$ cat config.mk
export PLATFORM = sky130hd
export DESIGN_NAME = param_serial_adder
export DESIGN_NICKNAME = d
export VERILOG_FILES = /design/src/rtl/param_serial_adder_pkg.sv /design/src/rtl/param_chunk_adder.sv /design/src/rtl/param_serial_adder.sv
export SDC_FILE = /design/constraint.sdc
export NUM_CORES = 1
export LEC_CHECK = 0
export CORE_ASPECT_RATIO = 0.8
export CORE_UTILIZATION = 45
export CTS_CLUSTER_SIZE = 12
export DETAILED_ROUTE_END_ITERATION = 7
export PLACE_DENSITY = 0.84
export SYNTH_ARGS = -nofsm -noshare
export SYNTH_HDL_FRONTEND = slang
export SYNTH_SLANG_ARGS = --single-unit
$ cat constraint.sdc
create_clock -name clk -period 1.7 [get_ports clk]
set_input_delay 0.255 -clock clk [delete_from_list [all_inputs] [get_ports clk]]
set_output_delay 0.255 -clock clk [all_outputs]
set_load 0.03 [all_outputs]
$ cat src/rtl/param_serial_adder_pkg.sv
// param_serial_adder_pkg: shared FSM state type and chunk-count helpers
package param_serial_adder_pkg;

    typedef enum logic [1:0] {IDLE, CALC, HOLD} state_t;

    function automatic int nchunk(input int width, input int chunk);
        return width / chunk;
    endfunction

    function automatic int cnt_width(input int width, input int chunk);
        return (width / chunk) > 1 ? $clog2(width / chunk) : 1;
    endfunction

endpackage

$ cat src/rtl/param_chunk_adder.sv
// param_chunk_adder: combinational CHUNK-bit adder with carry in/out
module param_chunk_adder #(
    parameter int CHUNK = 2
) (
    input  logic [CHUNK-1:0] x,
    input  logic [CHUNK-1:0] y,
    input  logic             ci,
    output logic [CHUNK-1:0] s,
    output logic             co
);

    assign {co, s} = {1'b0, x} + {1'b0, y} + {{CHUNK{1'b0}}, ci};

endmodule

$ cat src/rtl/param_serial_adder.sv
// param_serial_adder: chunk-serial a + b + cin behind valid/ready handshakes
module param_serial_adder
    import param_serial_adder_pkg::*;
#(
    parameter int WIDTH = 8,
    parameter int CHUNK = 2
) (
    input  logic             clk,
    input  logic             rst,
    input  logic             in_valid,
    output logic             in_ready,
    input  logic [WIDTH-1:0] a,
    input  logic [WIDTH-1:0] b,
    input  logic             cin,
    output logic             out_valid,
    input  logic             out_ready,
    output logic [WIDTH-1:0] sum,
    output logic             cout,
    output logic             ovf
);

    localparam int NCHUNK = nchunk(WIDTH, CHUNK);
    localparam int CW     = cnt_width(WIDTH, CHUNK);

    if (WIDTH % CHUNK != 0) begin : g_width_check
        $error("param_serial_adder: WIDTH must be a multiple of CHUNK");
    end

    state_t           state;
    logic [WIDTH-1:0] a_sh;
    logic [WIDTH-1:0] b_sh;
    logic [WIDTH-1:0] sum_sh;
    logic [WIDTH-1:0] sum_nx;
    logic [CW-1:0]    cnt;
    logic             carry;
    logic             a_msb;
    logic             b_msb;
    logic [CHUNK-1:0] cs;
    logic             cs_co;

    param_chunk_adder #(.CHUNK(CHUNK)) u_chunk (
        .x  (a_sh[CHUNK-1:0]),
        .y  (b_sh[CHUNK-1:0]),
        .ci (carry),
        .s  (cs),
        .co (cs_co)
    );

    // New chunk enters at the MSB end so the LSB chunk lands at bit 0 after NCHUNK steps
    assign sum_nx    = WIDTH'({cs, sum_sh} >> CHUNK);
    assign in_ready  = state == IDLE && !rst;
    assign out_valid = state == HOLD;

    always_ff @(posedge clk or posedge rst) begin
        if (rst) begin
            state  <= IDLE;
            a_sh   <= '0;
            b_sh   <= '0;
            sum_sh <= '0;
            cnt    <= '0;
            carry  <= 1'b0;
            a_msb  <= 1'b0;
            b_msb  <= 1'b0;
            sum    <= '0;
            cout   <= 1'b0;
            ovf    <= 1'b0;
        end else begin
            case (state)
                IDLE: if (in_valid) begin
                    a_sh  <= a;
                    b_sh  <= b;
                    carry <= cin;
                    a_msb <= a[WIDTH-1];
                    b_msb <= b[WIDTH-1];
                    cnt   <= '0;
                    state <= CALC;
                end
                CALC: begin
                    a_sh   <= a_sh >> CHUNK;
                    b_sh   <= b_sh >> CHUNK;
                    sum_sh <= sum_nx;
                    carry  <= cs_co;
                    cnt    <= cnt + CW'(1);
                    if (cnt == CW'(NCHUNK - 1)) begin
                        state <= HOLD;
                        sum   <= sum_nx;
                        cout  <= cs_co;
                        ovf   <= a_msb == b_msb && sum_nx[WIDTH-1] != a_msb;
                    end
                end
                HOLD: if (out_ready) state <= IDLE;
                default: state <= IDLE;
            endcase
        end
    end

endmodule

; Word-level counts from Yosys, hierarchy flattened
; Cells that the tools add are included.
[word_totals]
ff_bits = 41
in_bits = 21
elab_cells = 43
[op_classes]
n_eq_ne = 8
n_reduce_logical = 9
n_addsub = 3
muxes = 12
[ops]
columns = cell, n
row1 = $pmux 8 s2, 2
row2 = $mux 8, 2
row3 = $mux 2, 4
row4 = $pmux 2 s3, 1
row5 = $reduce_and 2->1, 3
row6 = $eq 2x2->1 const B, 2
row7 = $ne 2x2->1 const B, 2
row8 = $pmux 2 s2, 1
row9 = $add 2x2->3, 1
row10 = $add 3x1->3, 1
row11 = $reduce_and 3->1, 1
row12 = $add 2x1->2 const B, 1
row13 = $eq 2x1->1 const B, 1
row14 = $logic_and 1x1->1, 2
row15 = $logic_not 2->1, 1
row16 = $ne 2x1->1 const B, 1
row17 = $pmux 1 s2, 1
row18 = $reduce_bool 2->1, 1
row19 = $eq 1x1->1, 1
row20 = $logic_not 1->1, 1
row21 = $mux 1, 1
row22 = $ne 1x1->1, 1

; Depth between registers and ports, before layout
; Gate-level depths: netlist of run 1.
[depth]
ltp_word = 4
ltp_mapped = 6

; By module
; Synthesis of run 1 repeated with hierarchy kept, for this count alone.
[hier_totals]
hier_cells = 148
area_unflattened_um2 = 1699.1
[by_module_without_submodules]
columns = module, area_per_inst_um2, seq_area_each_um2, cells_each, n_inst
row1 = param_serial_adder, 1629.1, 975.9, 138, 1
row2 = param_chunk_adder, 70.1, 0.0, 10, 1

; Least setup slack after synthesis of run 1
; OpenSTA, ideal clock, no wires.
[synth_timing]
kind = register to register
startpoint = register a_sh[0]
endpoint = register ovf
t_arrival_ps = 1595
stages_incl_launch_ff = 7
synth_period_minus_slack_ps = 1722
t_required_ps = 1572
n_path_buf = 0
setup_ps = 128
path_slack_ps = -22
cell_sequence = dfrtp_1 -> inv_1 -> fa_1 -> fa_1 -> and3_1 -> nor2_1 -> o21ai_0
[synth_via]
elab_chain_len = 4
[synth_rtl]
columns = item, line_no
row1 = from (decl), param_serial_adder.sv:30  ; logic [WIDTH-1:0] a_sh;
row2 = from (signal assigned), param_serial_adder.sv:79  ; a_sh <= a_sh >> CHUNK;
row3 = $add 2x2->3, param_chunk_adder.sv:12  ; assign {co, s} = {1'b0, x} + {1'b0, y} + {{CHUNK{1'b0}}, ci};
row4 = $add 3x1->3, param_chunk_adder.sv:12
row5 = $ne 1x1->1, param_serial_adder.sv:88  ; ovf <= a_msb == b_msb && sum_nx[WIDTH-1] != a_msb;
row6 = $logic_and 1x1->1, param_serial_adder.sv:88
row7 = to (signal assigned), param_serial_adder.sv:88
row8 = to (decl), param_serial_adder.sv:19  ; output logic ovf
; Every way passes these cells.
; A chain may end at the register's enable or synchronous reset.

; Worst setup path in the final report of run 1
[layout_timing]
startpoint = register carry
endpoint = register ovf
[layout_via]
elab_chain_len = 3
[layout_rtl]
columns = item, line_no
row1 = from (decl), param_serial_adder.sv:35  ; logic carry;
row2 = from (signal assigned), param_serial_adder.sv:72  ; carry <= cin;
row3 = from (signal assigned), param_serial_adder.sv:82  ; carry <= cs_co;
row4 = $add 3x1->3, param_chunk_adder.sv:12
row5 = $ne 1x1->1, param_serial_adder.sv:88
row6 = $logic_and 1x1->1, param_serial_adder.sv:88
; Every way passes these cells.

==> results by group, run 1 <==
Timing
  • Endpoints failing hold: 0
  • Final worst slack: -0.000730 ns
  • Crit share post-route: 100%
  • Unrepaired setup endpoints after global routing: true
  • Slew HR: 67.9%
  • Final Skew: 0.00370 ns
  • Max-slew violations: 0
  • Tmin final: 1.70 ns
  • FMAX: 0.588 GHz
  • Tightest Pin Transition: 0.481 ns
  • Final setup fails: 1

Setup path
  • Crit. End Element: register
  • Crit path max fanout: 3
  • Crit start category: register
  • Setup CP Type: register to register
  • WP data required: 1.88 ns
  • Arrival time at the worst endpoint: 1.88 ns

GRT
  • Initial antenna violation count: 0
  • Pin count of the biggest net entering global routing: 40
  • Total Routing Usage GR: 17.9%
  • Number of global-route vias before repair: 1219
  • First-pass GRT wire length: 5.40 mm
  • Grt total ovfl: 0

CTS
  • Clk_lat worst skew: 0.29 ns
  • H-tree levels: 2
  • CTS tree: done
  • # hold bufs at CTS: 0
  • CTS Buf Count: 5
  • CTS root buf: clkbuf_8
  • Clk pin slew, worst setup/hold paths: 0.07 ns
  • Max clock buf depth: 2
  • Clock tree sinks: 39

Layout
  • Fin util: 61.3%
  • Layout area overhead: 28.7%
  • Antenna Cells: 0
  • Leading cell type in the layout, fill and taps excluded: dfrtp_1
  • Share of cells above drive strength 1: 17.6%
  • Final Non-Filler Cells: 229
  • Nets: 210
  • Design area: 2140 µm²
  • Most frequent cells in the layout: dfrtp_1, clkdlybuf4s50_1, nand2_1, o21ai_0

Routing
  • DR WL/cell: 13.6 µm
  • Via density: 5.23
  • Router iterations before antenna repair: 4
  • Total Wirelength: 3.12 mm
  • Initial drt markers: 61
  • Vias post-DR: 1198
  • DRC violations left: 0
  • Routed Antenna Nets: 0

Synthesis
  • Largest cells by area after synthesis: dfrtp_1, mux2_2, o21ai_0, nand2_1, a22oi_1
  • Largest area contributor in the synthesized netlist: dfrtp_1
  • Synth unique cells: 25
  • Gate Count Post-Synth: 146
  • Synthesized area: 1670 µm²
  • Mapped Nets: 170
  • Synth top area share: 58.6%
  • Synthesized area per cell: 11.4 µm²
  • Yosys reg bits: 39
  • YS warnings: 0
  • Post-synthesis sequential area ratio: 58.6%

Run status
  • Failing checks: setup timing
  • Status: finished, violations left

Floorplan
  • Core ar.: 3490 µm²
  • DIE AREA: 3950 µm²
  • Initial core utilization: 47.7%
  • Die Y: 56.4 µm
  • Die width: 70.0 µm
  • Site row count: 19
  • Ports: 33

Place
  • Dpl cells: 220
  • GP Congestion: 0.774
  • HPWL after DPL: 2.26 mm
  • Placed Area: 2050 µm²
  • Place WS: -0.0635 ns
  • I/O Buffers: 32

Power
  • VDD IR-drop max: 0.807 mV
  • P_leak: 0.000960 µW
  • Power per cell area: 1800 nW/µm²

Worst hold path
  • Worst hold path type: input pin to async pin

Flow run
  • MaxCap Viol Count: 0
[per-layer routing]
metal / up-vias / wire length, µm / GRT usage, %
met5: - / 0 / 0
met4: 0 / 35 / 5.14
met3: 3 / 157 / 6.46
met2: 35 / 1580 / 31.0
met1: 579 / 1340 / 20.9
li1: 581 / - / -
[worst max-delay path, stage by stage (launching register included)]
cell,delay (ns)
dfrtp_1,0.36
inv_2,0.05
fa_2,0.38
fa_1,0.48
and3_1,0.19
nor2_1,0.08
o21ai_1,0.06
[registers in the layout (all words and copies together), names as in the netlist]
signal  flops
b_sh        8
carry       1
ovf         1
sum         8
a_sh        8
b_msb       1
cout        1
cnt         2
a_msb       1
sum_sh      6
state       2
[logic make-up after synthesis]
group / count (synthesis) / share of synthesized area (%)
adders and majority gates: 3 / 3.16
buffers and inverters: 16 / 4.28
DFF: 39 / 58.6
muxes: 12 / 8.11
and+or+nand+nor: 35 / 10.3
AOI/OAI and AO/OA: 41 / 15.6
[synth_stat cells]
master / count
mux2_1: 1
o21ai_1: 3
o21ai_0: 19
nor2b_1: 2
buf_2: 5
nand2b_1: 4
ha_1: 1
and3b_1: 2
dfrtp_1: 39
a21oi_1: 4
mux2_2: 11
nor3_1: 2
nor2_2: 1
and3_1: 1
fa_1: 2
nor2_1: 1
a22oi_1: 10
clkbuf_2: 1
nand2_1: 21
inv_1: 8
a22o_1: 4
o21bai_4: 1
buf_4: 1
nand3b_2: 1
clkbuf_1: 1
[final timing paths]
kind	start	to	depth (start not counted)	slack, ns
max in group asynchronous	rst	a_msb$_DFFE_PP0P_	3	0.96
hold reg to reg	a_sh[1]$_DFFE_PP0P_	a_sh[1]$_DFFE_PP0P_	2	0.48
setup / recovery	carry$_DFFE_PP0P_	ovf$_DFFE_PP0P_	6	-0.0007
setup reg to reg	carry$_DFFE_PP0P_	ovf$_DFFE_PP0P_	6	-0.0007
hold / removal	rst	a_sh[3]$_DFFE_PP0P_	3	0.41
min in group clk	a_sh[1]$_DFFE_PP0P_	a_sh[1]$_DFFE_PP0P_	2	0.48
[where the power goes]
| part | internal [µW] | total [µW] | switching (µW) |
|---|---|---|---|
| Combinational | 805 | 1690 | 886 |
| Clock | 288 | 591 | 304 |
| Sequential | 1330 | 1570 | 244 |
| Total | 2420 | 3850 | 1430 |
[layout make-up]
type | instances | area, µm²
tap | 42 | 52.6
inverter | 8 | 30.0
fill | 287 | 1350
clock inverter | 1 | 5.00
timing repair buffer | 41 | 383
multi-input combinational | 91 | 621
sequential | 39 | 976
clock buffer | 7 | 76.3
[through the flow]
step	hold slack (ns)	setup TNS (ns)	power, µW
floorplan	0.363	0	2700
global placement	0.461	0	3180
detailed placement	0.471	-0.0635	3280
CTS	0.418	-0.00542	3890
global route	0.453	-0.0772	4170
finish	0.406	-0.000730	3850
[timing repair]
action	4_1_cts	5_1_grt
resized for setup	2	1
setup buffers	1	0
endpoints found under the setup margin	1	2
pin swaps	4	0
Power figures use the tool's default switching activity.
==> inputs of run 2 (changes only) <==
--- a/config.mk
+++ b/config.mk
@@ -6,6 +6,7 @@
 export NUM_CORES = 1
 export LEC_CHECK = 0
 export CORE_ASPECT_RATIO = 0.8
+export CORE_MARGIN = 2
 export CORE_UTILIZATION = 45
 export CTS_CLUSTER_SIZE = 12
 export DETAILED_ROUTE_END_ITERATION = 7
==> constraint.sdc (replaced) <==
create_clock -name clk -period 1.5 [get_ports clk]
set_input_delay 0.225 -clock clk [delete_from_list [all_inputs] [get_ports clk]]
set_output_delay 0.225 -clock clk [all_outputs]
set_load 0.03 [all_outputs]
==> run 2 against run 1 <==
  * Final cell count is 4.8% higher
  * Largest power group unchanged
  * The flow still finishes with violations (setup timing)
  * Setup slack got worse by 0.19 ns
  * First-iteration DRC count increased by 16%
==> results by group, run 2 (same netlist as run 1, synthesis figures left out) <==
Timing
  • Tightest Pin Transition: 0.452 ns
  • Crit share post-route: 113%
  • Final worst slack: -0.188 ns
  • FMAX: 0.592 GHz
  • Unrepaired setup endpoints after global routing: true
  • Endpoints failing hold: 0
  • Slew HR: 69.9%
  • Setup_tns: -0.390 ns
  • Tmin final: 1.69 ns
  • Final Skew: 0.00725 ns
  • Max-slew violations: 0
  • Final setup fails: 4

Setup path
  • Crit. End Element: register
  • Crit start category: register
  • WP data required: 1.73 ns
  • Setup CP Type: register to register
  • Crit path max fanout: 3
  • Arrival time at the worst endpoint: 1.91 ns

Layout
  • Fill cells: 270
  • Leading cell type in the layout, fill and taps excluded: dfrtp_1
  • Most frequent cells in the layout: dfrtp_1, nand2_1, clkdlybuf4s50_1, buf_4, o21ai_0
  • Antenna Cells: 0
  • Nets: 221
  • Largest regs: a_sh (8), b_sh (8), sum (8)
  • Share of cells above drive strength 1: 26.3%
  • Layout area overhead: 37.3%

CTS
  • Clk_lat worst skew: 0.30 ns
  • Clock tree sinks: 39
  • CTS tree: done
  • Clk pin slew, worst setup/hold paths: 0.07 ns
  • CTS root buf: clkbuf_8
  • CTS Buf Count: 5
  • Max clock buf depth: 2
  • H-tree levels: 2

Floorplan
  • Ports: 33
  • Initial core utilization: 47.7%
  • Die Y: 58.4 µm
  • DIE AREA: 4210 µm²
  • Core ar.: 3490 µm²
  • Site row count: 19
  • Die width: 72.0 µm

Power
  • Clk pwr share: 14.6%
  • VDD IR-drop max: 0.974 mV
  • Cell-internal power: 2940 µW
  • Sw frac: 37.5%
  • Comb pwr share: 47.7%
  • Seq pwr share: 37.7%
  • Power per cell area: 2060 nW/µm²
  • Tot Pwr: 4700 µW
  • Psw: 1770 µW
  • P_leak: 0.00106 µW

Routing
  • Vias post-DR: 1245
  • DR WL/cell: 14.0 µm
  • DRC violations left: 0
  • Router iterations before antenna repair: 4
  • Routed Antenna Nets: 0
  • Initial drt markers: 71
  • Via density: 5.19
  • Total Wirelength: 3.37 mm

GRT
  • First-pass GRT wire length: 5.81 mm
  • Initial antenna violation count: 0
  • Grt total ovfl: 0
  • Number of global-route vias before repair: 1281
  • Total Routing Usage GR: 18.4%
  • Pin count of the biggest net entering global routing: 40

Place
  • HPWL after DPL: 2.31 mm
  • GP Congestion: 0.802
  • I/O Buffers: 32

Flow run
  • MaxCap Viol Count: 0

Run status
  • Failing checks: setup timing
  • Status: finished, violations left

Worst hold path
  • Worst hold path type: input pin to async pin
[run 2: metrics by stage]
stage / util [%] / hold WS, ns / setup WS [ns] / std cells / instance area, µm²
floorplan: - / 0.333 / -0.163 / 146 / 1670
global placement: 60.1 / 0.462 / -0.180 / 222 / 2100
detailed placement: 60.1 / 0.471 / -0.235 / 222 / 2100
CTS: 63.4 / 0.334 / -0.194 / 235 / 2220
global route: 65.4 / 0.413 / -0.275 / 240 / 2290
finish: 65.4 / 0.378 / -0.188 / 240 / 2290
[run 2: critical path, cell delays in order, from the launching register on]
cell and delay (ns):
dfrtp_1 0.36, inv_2 0.05, fa_2 0.37, fa_1 0.52, and3_1 0.16, nor2_1 0.04
o21ai_1 0.11
[run 2: path summary, 6_finish.rpt]
| path | start | to | slack (ns) | cells past startpoint |
|---|---|---|---|---|
| setup reg to reg | carry$_DFFE_PP0P_ | ovf$_DFFE_PP0P_ | -0.19 | 6 |
| max in group asynchronous | rst | state[0]$_DFFE_PP0P_ | 0.92 | 3 |
| min in group clk | cout$_DFFE_PP0P_ | cout$_DFFE_PP0P_ | 0.49 | 2 |
| setup / recovery | carry$_DFFE_PP0P_ | ovf$_DFFE_PP0P_ | -0.19 | 6 |
| hold / removal | rst | b_sh[3]$_DFFE_PP0P_ | 0.38 | 3 |
| hold reg to reg | cout$_DFFE_PP0P_ | cout$_DFFE_PP0P_ | 0.49 | 2 |
[run 2: cell type report]
class | instances | area, µm² | area share, %
sequential | 39 | 978 | 42.8
multi-input combinational | 91 | 643 | 28.1
timing repair buffer | 52 | 498 | 21.8
clock buffer | 6 | 72.6 | 3.17
tap | 42 | 52.6 | 2.30
inverter | 8 | 30.0 | 1.31
clock inverter | 2 | 12.5 | 0.547
[run 2: metal layers]
metal	up-vias	part of all wire (%)	track usage, %
met5	-	0	0
met1	600	43	23.2
li1	605	-	-
met3	7	5.4	6.16
met4	0	1.4	5.66
met2	33	50	30.4
[run 2: power by group through the flow]
stage	registers, µW	clock network, µW	logic [µW]
6_report	1770	688	2240
5_1_grt	1840	761	2460
4_1_cts	1770	713	2060
3_5_place_dp	1810	0	2010
3_3_place_gp	1770	0	1940
2_1_floorplan	1950	0	1130
[run 2: repair_timing]
action,in CTS,in global routing
pin swaps,3,0
setup buffers,5,5
gates resized for setup,16,9
setup endpoints to repair,15,5
hold buffers,0,0
cloned,0,0
